### config.mk
export PLATFORM = sky130hd
export DESIGN_NAME = gb_irq_ctrl
export DESIGN_NICKNAME = d
export VERILOG_FILES = /design/src/rtl/gb_irq_ctrl.sv
export SDC_FILE = /design/constraint.sdc
export NUM_CORES = 1
export LEC_CHECK = 0
export CAP_MARGIN = 20
export CELL_PAD_IN_SITES_DETAIL_PLACEMENT = 0
export CELL_PAD_IN_SITES_GLOBAL_PLACEMENT = 2
export CORE_UTILIZATION = 24
export DETAILED_ROUTE_END_ITERATION = 10
export GPL_TIMING_DRIVEN = 0
export PLACE_DENSITY_LB_ADDON = 0.1
export SLEW_MARGIN = 25
export SYNTH_ARGS = -nofsm -noshare
export SYNTH_HDL_FRONTEND = slang
export SYNTH_SLANG_ARGS = --single-unit
export TNS_END_PERCENT = 5
### constraint.sdc
create_clock -name clk -period 1.5 [get_ports clk]
set_input_delay 0.375 -clock clk [delete_from_list [all_inputs] [get_ports clk]]
set_output_delay 0.375 -clock clk [all_outputs]
set_load 0.005 [all_outputs]
### src/rtl/gb_irq_ctrl.sv
// Parametrised GB interrupt controller: per-source pulse/edge capture, IE/IF registers,
// fixed priority and a two-phase acknowledge that latches the serviced source.
module gb_irq_ctrl #(
    parameter int unsigned             NUM_IRQ    = 5,
    parameter logic [NUM_IRQ-1:0]      SRC_EDGE   = 5'b10001,
    parameter logic [7:0]              VEC_BASE   = 8'h40,
    parameter logic [7:0]              VEC_STRIDE = 8'h08,
    parameter logic [7:0]              NO_VEC     = 8'hFF
) (
    input  logic               clk,
    input  logic               reset,
    input  logic               ce,
    input  logic [NUM_IRQ-1:0] irq_src,
    input  logic               cpu_sel_ie,
    input  logic               cpu_sel_if,
    input  logic               cpu_wr,
    input  logic [7:0]         cpu_di,
    output logic [7:0]         cpu_do,
    input  logic               ack,
    output logic               irq_n,
    output logic [7:0]         vector,
    output logic [2:0]         active_idx
);

    typedef enum logic {
        ST_IDLE = 1'b0,
        ST_ACK  = 1'b1
    } state_t;

    state_t               state_r;
    state_t               state_nx_s;
    logic [NUM_IRQ-1:0]   ie_r;
    logic [NUM_IRQ-1:0]   if_r;
    logic [NUM_IRQ-1:0]   if_nx_s;
    logic [NUM_IRQ-1:0]   src_d_r;
    logic [NUM_IRQ-1:0]   ev_s;
    logic [NUM_IRQ-1:0]   pend_s;
    logic [2:0]           best_s;
    logic                 ack_d_r;
    logic                 ack_rise_s;
    logic                 ack_fall_s;
    logic                 ack_end_s;
    logic                 lat_valid_r;
    logic [2:0]           lat_idx_r;
    logic [7:0]           ie_rd_s;
    logic [7:0]           if_rd_s;

    function automatic logic [7:0] vec_of(input logic [2:0] idx);
        vec_of = VEC_BASE + ({5'b00000, idx} * VEC_STRIDE);
    endfunction

    // Source events, pending set and lowest-index priority pick
    always_comb begin
        ev_s   = (SRC_EDGE & irq_src & ~src_d_r) | (~SRC_EDGE & irq_src);
        pend_s = ie_r & if_r;
        best_s = 3'd0;
        for (int i = NUM_IRQ - 1; i >= 0; i--) begin
            if (pend_s[i]) begin
                best_s = 3'(i);
            end else begin
                best_s = best_s;
            end
        end
    end

    // Acknowledge edge detection, qualified by the clock enable
    always_comb begin
        ack_rise_s = ce & ack & ~ack_d_r;
        ack_fall_s = ce & ~ack & ack_d_r;
        ack_end_s  = (state_r == ST_ACK) & ack_fall_s;
    end

    // Next IF value: clear < CPU write < new events, so events are never dropped
    always_comb begin
        if_nx_s = if_r;
        if (ack_end_s && lat_valid_r) begin
            if_nx_s[lat_idx_r] = 1'b0;
        end else begin
            if_nx_s = if_r;
        end
        if (cpu_sel_if && cpu_wr) begin
            if_nx_s = cpu_di[NUM_IRQ-1:0];
        end else begin
            if_nx_s = if_nx_s;
        end
        if_nx_s = if_nx_s | ev_s;
    end

    // State register
    always_ff @(posedge clk) begin
        if (reset) begin
            state_r <= ST_IDLE;
        end else begin
            state_r <= state_nx_s;
        end
    end

    // Next-state logic
    always_comb begin
        state_nx_s = state_r;
        case (state_r)
            ST_IDLE: begin
                if (ack_rise_s) state_nx_s = ST_ACK;
                else            state_nx_s = ST_IDLE;
            end
            ST_ACK: begin
                if (ack_fall_s) state_nx_s = ST_IDLE;
                else            state_nx_s = ST_ACK;
            end
            default: state_nx_s = ST_IDLE;
        endcase
    end

    // Register file, source/ack history and the acknowledge latch
    always_ff @(posedge clk) begin
        if (reset) begin
            ie_r        <= '0;
            if_r        <= '0;
            src_d_r     <= '0;
            ack_d_r     <= 1'b0;
            lat_valid_r <= 1'b0;
            lat_idx_r   <= 3'd0;
        end else if (ce) begin
            src_d_r <= irq_src;
            ack_d_r <= ack;
            if_r    <= if_nx_s;
            if (cpu_sel_ie && cpu_wr) begin
                ie_r <= cpu_di[NUM_IRQ-1:0];
            end
            if ((state_r == ST_IDLE) && ack_rise_s) begin
                lat_valid_r <= |pend_s;
                lat_idx_r   <= best_s;
            end
        end
    end

    // Outputs decoded from state and registers
    always_comb begin
        irq_n = ~|pend_s;
        case (state_r)
            ST_IDLE: begin
                vector     = (|pend_s) ? vec_of(best_s) : NO_VEC;
                active_idx = best_s;
            end
            ST_ACK: begin
                vector     = lat_valid_r ? vec_of(lat_idx_r) : NO_VEC;
                active_idx = lat_idx_r;
            end
            default: begin
                vector     = NO_VEC;
                active_idx = 3'd0;
            end
        endcase
    end

    // CPU read mux; unimplemented IE bits read 0, unimplemented IF bits read 1
    always_comb begin
        ie_rd_s                = 8'h00;
        ie_rd_s[NUM_IRQ-1:0]   = ie_r;
        if_rd_s                = 8'hFF;
        if_rd_s[NUM_IRQ-1:0]   = if_r;
        if (cpu_sel_ie) begin
            cpu_do = ie_rd_s;
        end else if (cpu_sel_if) begin
            cpu_do = if_rd_s;
        end else begin
            cpu_do = 8'hFF;
        end
    end

endmodule

==> results.md, run 1 <==
* Synthesis-to-layout area growth at 58.9%
* Largest net degree at the start of global routing at 11
* Vias per Instance at 4.81
* Pre-Repair DR Iteration Count at 4
* VDD IR max at 0.275 mV
* Syn nets at 162
* Sequential area share after synthesis at 0.328
* H-tree Lvls at 1
* Leading area contributor after synthesis: dfxtp_1
* Vias at 1184
* Final Cell Area at ~1700 um^2
* Hold/Removal Path Class: reg -> reg
* # fillers at 470
* Setup crit start kind: register
* DRT antenna net count at 0
* DP Cell Count at 229
* Synth area leaders: dfxtp_1 (33%), a21oi_1 (7.7%), mux2i_1 (7.3%)
* Final WL at around 3400 um
* Status: finished, violations left
* Final WS setup at -0.328 ns
* Setup crit end kind: output port
* Clk slew on worst S/H paths at approximately 0.070 ns
* Overall Global Routing Usage at 0.150
* Crit path arrival time at between 1 and 1.5 ns
* Cells after synthesis at 142
* CP required at 1.12 ns
* Rows at 24
* Final period util at 1.22
* Prevailing post-synth register cell: dfxtp_1
* Crit path from: if_r[2]
* Number of synthesized flops with an enable pin at 0
* Failing checks: negative setup slack
* Starting density of the core at 0.251
* Area after DPL at approximately 1500 um^2
* Total power draw at 0.00132 W
* Average wire per standard cell at 13.8 um
* Post-Layout Cell Count at 246
* Clock Tree Root: clkbuf_8
* Crit-path max FO at 4
* Max cap viols at 0
* Die height at 69.7 um
* Share of cells above drive strength 1 at 0.418
* Syn Area/Cell at 7.75 um^2
* Area of the multi-input gates at 712 um^2
* PwrDens at 757 nW/um^2
* Hold_sp: src_d_r[4]
* IO Pins at 40
* LEAKAGE at about 0.7 nW
* Clock Path Buffers at 2
* Port Buffers at 35
* Initial antenna violation count at 0
* Number of DRC markers in iteration 0 at 33
* Max-slew violations at 0
* Yosys warnings at 0
* Fmax at 547 MHz
* # setup viols final at 11
* Crit path kind: reg -> out
* Placer Congestion at 0.747
* Worst skew pair latency at 0.25 ns
* First-pass GRT wire length at 5860 um
* Reg2Reg Launch Point: state_r
* Dpl hpwl at 2410 um
* DIE WIDTH at 69.7 um
* RSZ-0062 raised after global routing: true
* CTS Buf Count at 3
* Skew final at between 0.001 and 0.0015 ns
* Pre-CTS WS at -0.853 ns
* Final core utilization at 0.399
* Fin. Hold Viols at 0
* Clk sinks at 18
* Antenna fix cells at 0
* Flop and latch count out of synthesis at 18
* Synth top area share at 0.328
* # DRC at 0
* Grt ovf at 0
* FFs w/ async S/R, synth at 0
* Syn Std Cell Area at 1100 um^2
* Number of global-route vias before repair at 1190
* Nets at 215
* Clock period minus worst slack at 1.83 ns
* CTS tree: built
* Register Area at 392 um^2
* Core Area at about 4400 um^2
* Distinct cells, synth at 34
* Die area at 4860 um^2
## logic make-up (layout without fill, tap and decap cells)
kind of cell,Yosys count,after routing,share of synthesized area
simple gates,54,54,0.271
other cells,1,1,0.00341
flops,18,18,0.328
compound gates,39,39,0.229
buf+inv,22,74,0.0967
mux,8,8,0.0728
## synthesized netlist by cell type, types with 2 or more instances
| library cell | number |
|---|---|
| nand2b_1 | 3 |
| o21ai_1 | 4 |
| nor4b_2 | 2 |
| nand2_1 | 13 |
| nor3_1 | 2 |
| a21oi_1 | 17 |
| a22o_1 | 2 |
| clkbuf_1 | 5 |
| a211o_1 | 3 |
| buf_4 | 6 |
| inv_1 | 10 |
| nand3_1 | 3 |
| nor3b_1 | 5 |
| o31ai_1 | 2 |
| dfxtp_1 | 18 |
| or2_1 | 3 |
| mux2i_1 | 8 |
| nor2_1 | 17 |
| o21ai_0 | 3 |
| o32ai_1 | 2 |
## through the flow
stage	hold slack [ns]	TNS (ns)
floorplan	0.460	0
global placement	0.473	-20.43
detailed placement	0.488	-20.71
CTS	0.503	-3.29
global route	0.521	-3.72
finish	0.497	-2.48
## where the power goes
group | internal (W) | leakage [nW] | switching, W
logic | 0.000213 | 0.537 | 0.000153
clock network | 0.000233 | 0.0288 | 0.000167
registers | 0.000512 | 0.154 | 0.0000462
## cell usage in the layout (no fill, tap or decap), types with 4 or more instances in the layout
cell              n
a21oi_1          15
buf_2            10
buf_4            18
buf_6             5
clkbuf_2          6
clkbuf_8          6
clkdlybuf4s50_1  12
dfxtp_1           7
dfxtp_2           4
dfxtp_4           7
inv_1             8
mux2i_1           8
nand2_1          12
nor2_1           16
## area by class of cell
| cell class | count | area share |
|---|---|---|
| inverters | 10 | 0.0215 |
| plain buffers | 12 | 0.0530 |
| clock buffers | 4 | 0.0315 |
| multi-input cells | 102 | 0.407 |
| well taps | 52 | 0.0372 |
| repair buffers | 48 | 0.225 |
| flip-flops and latches | 18 | 0.224 |
## layer usage
metal	routed length, um	global-route usage
met1	1580	0.196
met4	19	0.0444
met3	144	0.0218
met2	1660	0.256
met5	0	0
## critical path: stages, from the launching register on
cell	delay (ns)
dfxtp_4	0.37
nand2_1	0.05
a32o_2	0.27
a22o_1	0.19
or2_1	0.20
buf_2	0.12
## worst paths after layout
check                     to  slack (ns)  cells after the start
setup / recovery   vector[3]       -0.33                      5
hold / removal    src_d_r[4]        0.50                      2
setup reg to reg     if_r[2]        0.03                      5
hold reg to reg   src_d_r[4]        0.50                      2
## state kept, by name, summed over array words and instances, names as in the netlist
register     cells
ack_d_r          1
state_r          1
lat_valid_r      1
src_d_r          2
if_r             5
ie_r             5
lat_idx_r        3
## repair_timing
| action | CTS | global route |
|---|---|---|
| buffers inserted | 11 | 1 |
| cloned | 1 | 0 |
| gates resized for setup | 93 | 20 |
| pin swaps | 7 | 5 |
| setup endpoints to repair | 36 | 29 |
| hold buffers | 0 | 0 |
(Power assumes the default switching activity.)
==> run 2: changes to the inputs <==
--- a/config.mk
+++ b/config.mk
@@ -12,6 +12,7 @@
 export DETAILED_ROUTE_END_ITERATION = 10
 export GPL_TIMING_DRIVEN = 0
 export PLACE_DENSITY_LB_ADDON = 0.1
+export SETUP_SLACK_MARGIN = 0.05
 export SLEW_MARGIN = 25
 export SYNTH_ARGS = -nofsm -noshare
 export SYNTH_HDL_FRONTEND = slang
==> results.md, run 2 (synthesis results as in run 1) <==
* Final WL at 3550 um (was 3410 um)
* RR Endpoint: if_r[2] (unchanged)
* Crit path kind: reg -> out (unchanged)
* PwrDens at 758 nW/um^2 (was 757 nW/um^2)
* CTS Buf Count at 3 (unchanged)
* H-tree Lvls at 1 (unchanged)
* Register-to-Register Path Depth at 5 (unchanged)
* Commonest non-fill, non-tap cell in the layout: buf_4 (unchanged)
* Die area at 4860 um^2 (unchanged)
* Hold_sp: src_d_r[0] (was src_d_r[4])
* RSZ-0062 raised after global routing: true (unchanged)
* First-pass GRT wire length at 5890 um (was 5860 um)
* Clk slew on worst S/H paths at 0.07 ns (about the same)
* Skew final at 0.00302 ns (was 0.00128 ns)
* Vias at 1208 (was 1184)
* Area of the multi-input gates at 733 um^2 (was 712 um^2)
* Worst skew pair latency at 0.25 ns (about the same)
* Status: finished, violations left (unchanged)
* Crit path arrival time at 1.53 ns (was 1.45 ns)
* IO Pins at 40 (unchanged)
* Core Area at 4380 um^2 (unchanged)
* Fin. Hold Viols at 0 (unchanged)
* DIE WIDTH at 69.7 um (unchanged)
* Port Buffers at 35 (unchanged)
* Failing checks: negative setup slack (unchanged)
* Total power draw at 0.00138 W (was 0.00132 W)
* Vias per Instance at 4.77 (was 4.81)
* Hold Slack at 0.493 ns (was 0.497 ns)
* DRT antenna net count at 0 (unchanged)
* Crit path cell chain: buf_6 > nand2_2 > a32o_2 > a22o_1 > or2_1 > buf_2 (was nand2_1 > a32o_2 > a22o_1 > or2_1 > buf_2)
* Fmax at 526 MHz (was 547 MHz)
* Met2 wire len at 1700 um (was 1660 um)
* Max-slew violations at 0 (unchanged)
* Starting density of the core at 0.251 (unchanged)
* WL met3 at 154 um (was 144 um)
* Placer Congestion at 0.748 (was 0.747)
* # DRC at 0 (unchanged)
* Max cap viols at 0 (unchanged)
* Final WS setup at -0.401 ns (was -0.328 ns)
* Crit-path max FO at 3 (was 4)
* Initial antenna violation count at 0 (unchanged)
* CP required at 1.12 ns (about the same)
* Setup crit end kind: output port (unchanged)
* CTS Hold Buffers Added at 0 (unchanged)
* Number of global-route vias before repair at 1203 (was 1190)
* Clock Tree Root: clkbuf_8 (unchanged)
* Largest net degree at the start of global routing at 11 (unchanged)
* Metal-1 WL at 1650 um (was 1580 um)
* Max incr delay on CP at 0.36 ns (was 0.37 ns)
* Hold/Removal Path Class: reg -> reg (unchanged)
* Top Registers: ie_r (5), if_r (5), lat_idx_r (3) (unchanged)
* Rows at 24 (unchanged)
* Synthesis-to-layout area growth at 65.8% (was 58.9%)
* Register Area at 389 um^2 (was 392 um^2)
* Die height at 69.7 um (unchanged)
* WP buf/inv at 2 (was 1)
* Share of cells above drive strength 1 at 0.458 (was 0.418)
* Nets at 222 (was 215)
* Number of DRC markers in iteration 0 at 30 (was 33)
* Clock period minus worst slack at 1.90 ns (was 1.83 ns)
* Reg2reg setup slack at 0.06 ns (was 0.03 ns)
* Grt ovf at 0 (unchanged)
* Highest metal used: met4 (unchanged)
* Hold path endpoint: src_d_r[0] (was src_d_r[4])
* Hold Crit Depth at 2 (unchanged)
* Area after DPL at 1520 um^2 (about the same)
* # fillers at 466 (was 470)
* CTS tree: built (unchanged)
* Setup crit start kind: register (unchanged)
* # setup viols final at 11 (unchanged)
* CP max stage cell: dfxtp_4 (unchanged)
* Clk sinks at 18 (unchanged)
* Reg2Reg Launch Point: state_r (unchanged)
* Clock Path Buffers at 2 (unchanged)
* Overall Global Routing Usage at 0.154 (was 0.150)
* Most frequent cells in the layout: buf_4 (23), a21oi_1 (16), nor2_1 (16) (was buf_4 (18), nor2_1 (16), a21oi_1 (15))
* Average wire per standard cell at 14.0 um (was 13.8 um)
* Dpl hpwl at 2400 um (was 2410 um)
* Final period util at 1.27 (was 1.22)
* LEAKAGE at 0.763 nW (was 0.720 nW)
* Top delay family on crit path: compound AO/OA/AOI/OAI gates (unchanged)
* Final Cell Area at 1820 um^2 (was 1750 um^2)
* Pre-Repair DR Iteration Count at 4 (unchanged)
* Antenna fix cells at 0 (unchanged)
* VDD IR max at 0.417 mV (was 0.275 mV)
-- run 2: power breakdown --
| group | switching [W] | internal [W] | total (W) |
|---|---|---|---|
| registers | 0.0000413 | 0.000511 | 0.000553 |
| logic | 0.000175 | 0.000249 | 0.000424 |
| clock network | 0.000171 | 0.000233 | 0.000404 |
| total | 0.000387 | 0.000994 | 0.00138 |
-- run 2: layout make-up --
| cell class | instances | area share |
|---|---|---|
| multi-input combinational | 102 | 0.402 |
| sequential | 18 | 0.213 |
| inverter | 10 | 0.0206 |
| clock buffer | 4 | 0.0302 |
| timing repair buffer | 55 | 0.244 |
| tap | 52 | 0.0357 |
| buffer | 12 | 0.0535 |
-- run 2: what timing repair did --
action,4_1_cts,5_1_grt
setup endpoints to repair,36,27
setup buffers,19,1
resized for setup,92,39
pin swaps,11,9
cloned,1,0
-- run 2: tightest hold or removal path, delay by kind of cell, from the launching register on --
family / cells / cell delay (ns)
and+or+nand+nor: 1 / 0.07
DFF: 1 / 0.33
muxes: 1 / 0.06
-- run 2: how the worst max path moves through the flow --
stage                     slack, ns   endpoint  startpoint  cells after the start
after global routing          -0.46  vector[4]     if_r[3]                      6
after global placement        -0.82  cpu_do[3]  cpu_sel_ie                      5
final                         -0.40  vector[3]     if_r[2]                      6
after CTS                     -0.42  vector[3]     if_r[2]                      6
after detailed placement      -0.87  cpu_do[4]  cpu_sel_ie                      5
after floorplan                0.07  vector[3]     if_r[2]                      4
-- run 2: per-stage QoR --
stage | setup TNS [ns] | setup slack, ns | std cells | utilization
final | -2.87 | -0.401 | 253 | 0.416
after global placement | -20.40 | -0.820 | 229 | 0.346
after detailed placement | -20.84 | -0.866 | 229 | 0.346
after floorplan | 0 | 0.0724 | 142 | -
after global routing | -3.84 | -0.464 | 253 | 0.416
after CTS | -3.98 | -0.424 | 253 | 0.409
-- run 2: per-layer routing --
layer,track usage,up-vias
li1,-,607
met1,0.199,563
met2,0.271,34
met3,0.0145,4
met4,0.0467,0
met5,0,-
==> run 3: changes to the inputs <==
--- a/config.mk
+++ b/config.mk
@@ -8,7 +8,7 @@
 export CAP_MARGIN = 20
 export CELL_PAD_IN_SITES_DETAIL_PLACEMENT = 0
 export CELL_PAD_IN_SITES_GLOBAL_PLACEMENT = 2
-export CORE_UTILIZATION = 24
+export CORE_UTILIZATION = 26
 export DETAILED_ROUTE_END_ITERATION = 10
 export GPL_TIMING_DRIVEN = 0
 export PLACE_DENSITY_LB_ADDON = 0.1
==> constraint.sdc (replaced) <==
create_clock -name clk -period 2.28 [get_ports clk]
set_input_delay 0.57 -clock clk [delete_from_list [all_inputs] [get_ports clk]]
set_output_delay 0.57 -clock clk [all_outputs]
set_load 0.005 [all_outputs]
==> results.md, run 3 (synthesis results as in run 1) <==
* Status: finished clean (was finished, violations left)
* Max cap viols at 0 (unchanged)
* Setup TNS at 0 ns (was -2.87 ns)
* Core Area at 4030 um^2 (was 4380 um^2)
* Vias per Instance at 4.87 (was 4.77)
* Starting density of the core at 0.273 (was 0.251)
* Total power draw at 0.000861 W (was 0.00138 W)
* # DRC at 0 (unchanged)
* Port Buffers at 35 (unchanged)
* Die height at 67.0 um (was 69.7 um)
* CTS tree: built (unchanged)
* Placer Congestion at 0.755 (was 0.748)
* Largest net degree at the start of global routing at 11 (unchanged)
* Initial antenna violation count at 0 (unchanged)
* CP max stage cell: clkdlybuf4s50_1 (was dfxtp_4)
* Final period util at 0.957
* Slew margin rel. at 0.637
* Pre-Repair DR Iteration Count at 4 (unchanged)
* Overall Global Routing Usage at 0.159 (was 0.154)
* DRT antenna net count at 0 (unchanged)
* # fillers at 425 (was 466)
* VDD IR max at 0.240 mV (was 0.417 mV)
* H-tree Lvls at 1 (unchanged)
* Clk slew on worst S/H paths at 0.07 ns (about the same)
* Clock Path Buffers at 2 (unchanged)
* First-pass GRT wire length at 5400 um (was 5890 um)
* DIE WIDTH at 67.0 um (was 69.7 um)
* CTS Hold Buffers Added at 0 (unchanged)
* Setup crit end kind: output port (unchanged)
* Reg2reg setup slack at 0.91 ns (was 0.06 ns)
* Final WL at 3190 um (was 3550 um)
* Vias at 1150 (was 1208)
* CP required at 1.71 ns (was 1.12 ns)
* Crit-path max FO at 6 (was 3)
* Number of DRC markers in iteration 0 at 19 (was 30)
* Rows at 23 (was 24)
* Fmax at 458 MHz
* Die area at 4490 um^2 (was 4860 um^2)
* Average wire per standard cell at 13.5 um (was 14.0 um)
* Final core utilization at 0.416 (about the same)
* Setup crit start kind: primary input (was register)
* Fin. Hold Viols at 0 (unchanged)
* Crit path arrival time at 1.61 ns (was 1.53 ns)
* Crit path cell chain: dlygate4sd2_1 > nor3b_1 > a21oi_1 > clkdlybuf4s50_1 (was buf_6 > nand2_2 > a32o_2 > a22o_1 > or2_1 > buf_2)
* Hold Slack at 0.498 ns (was 0.493 ns)
* Post-Layout Cell Count at 236 (was 253)
* Skew final at 0.00120 ns (was 0.00302 ns)
* Top Registers: ie_r (5), if_r (5), lat_idx_r (3) (unchanged)
* PwrDens at 514 nW/um^2 (was 758 nW/um^2)
* Top delay family on crit path: buffers and inverters (was compound AO/OA/AOI/OAI gates)
* Number of global-route vias before repair at 1130 (was 1203)
* Dpl hpwl at 2400 um (about the same)
* Synthesis-to-layout area growth at 52.3% (was 65.8%)
* Max incr delay on CP at 0.51 ns (was 0.36 ns)
* Worst skew pair latency at 0.25 ns (about the same)
* Hold/Removal Path Class: reg -> reg (unchanged)
* Grt ovf at 0 (unchanged)
* Clock Tree Root: clkbuf_8 (unchanged)
* # setup viols final at 0 (was 11)
* Register Area at 389 um^2 (unchanged)
* IO Pins at 40 (unchanged)
* Area of the multi-input gates at 651 um^2 (was 733 um^2)
* Share of cells above drive strength 1 at 0.247 (was 0.458)
* CTS Buf Count at 3 (unchanged)
* WP buf/inv at 2 (unchanged)
* LEAKAGE at 0.693 nW (was 0.763 nW)
* RSZ-0062 raised after global routing: false (was true)
* Nets at 207 (was 222)
* Most frequent cells in the layout: nor2_1 (17), clkdlybuf4s50_1 (17), a21oi_1 (16) (was buf_4 (23), a21oi_1 (16), nor2_1 (16))
* DP Cell Count at 227 (was 229)
* Worst slew pin tran at 0.545 ns
* Crit path kind: in -> out (was reg -> out)
* Clk sinks at 18 (unchanged)
* Clock period minus worst slack at 2.18 ns
* Antenna fix cells at 0 (unchanged)
* Max-slew violations at 0 (unchanged)
run 3: cell types whose count changed in the layout (fill, tap and decap cells not counted), sizes merged:
| cell | change |
|---|---|
| dlymetal6s2s | +5 |
| buf | -25 |
| dlygate4sd2 | +5 |
| clkbuf | -5 |
| clkdlybuf4s50 | +5 |
run 3: tightest hold or removal path, stage by stage, from the launching register on:
cell	delay, ns
dfxtp_4	0.36
nand2_1	0.06
o21ai_1	0.05
run 3: final timing paths:
kind               from  cells after the start        end
max          cpu_sel_if                      4  cpu_do[2]
min             if_r[3]                      2    if_r[3]
max reg2reg     state_r                      4    if_r[2]
min reg2reg     if_r[3]                      2    if_r[3]
run 3: per-layer routing:
metal  wire (um)  GRT usage
met1        1480      0.206
met2        1570      0.278
met3         134     0.0154
met4           0     0.0399
met5           0          0
run 3: final cells by class:
type                    instances  share of cell area
well taps                      50              0.0373
repair buffers                 40               0.232
clock buffers                   4              0.0329
plain buffers                  12              0.0553
multi-input cells             102               0.388
inverters                      10              0.0224
flip-flops and latches         18               0.232
run 3: repair_timing:
action / in CTS / in global routing
pin swaps: 3 / 3
endpoints found under the setup margin: 19 / 9
buffers inserted: 4 / 0
resized for setup: 37 / 13
gates cloned: 1 / 0
run 3: metrics by stage:
stage / worst slack (ns) / area (um^2)
global placement: -0.409 / 1510
floorplan: 0.614 / 1100
detailed placement: -0.452 / 1510
finish: 0.0984 / 1680
CTS: -0.0599 / 1650
global route: 0.0523 / 1680
run 3: power breakdown:
group / leakage, nW / internal [W] / switching [W]
Combinational: 0.511 / 0.000134 / 0.0000905
Sequential: 0.153 / 0.000337 / 0.0000321
Clock: 0.0288 / 0.000153 / 0.000114
Total: 0.693 / 0.000624 / 0.000236
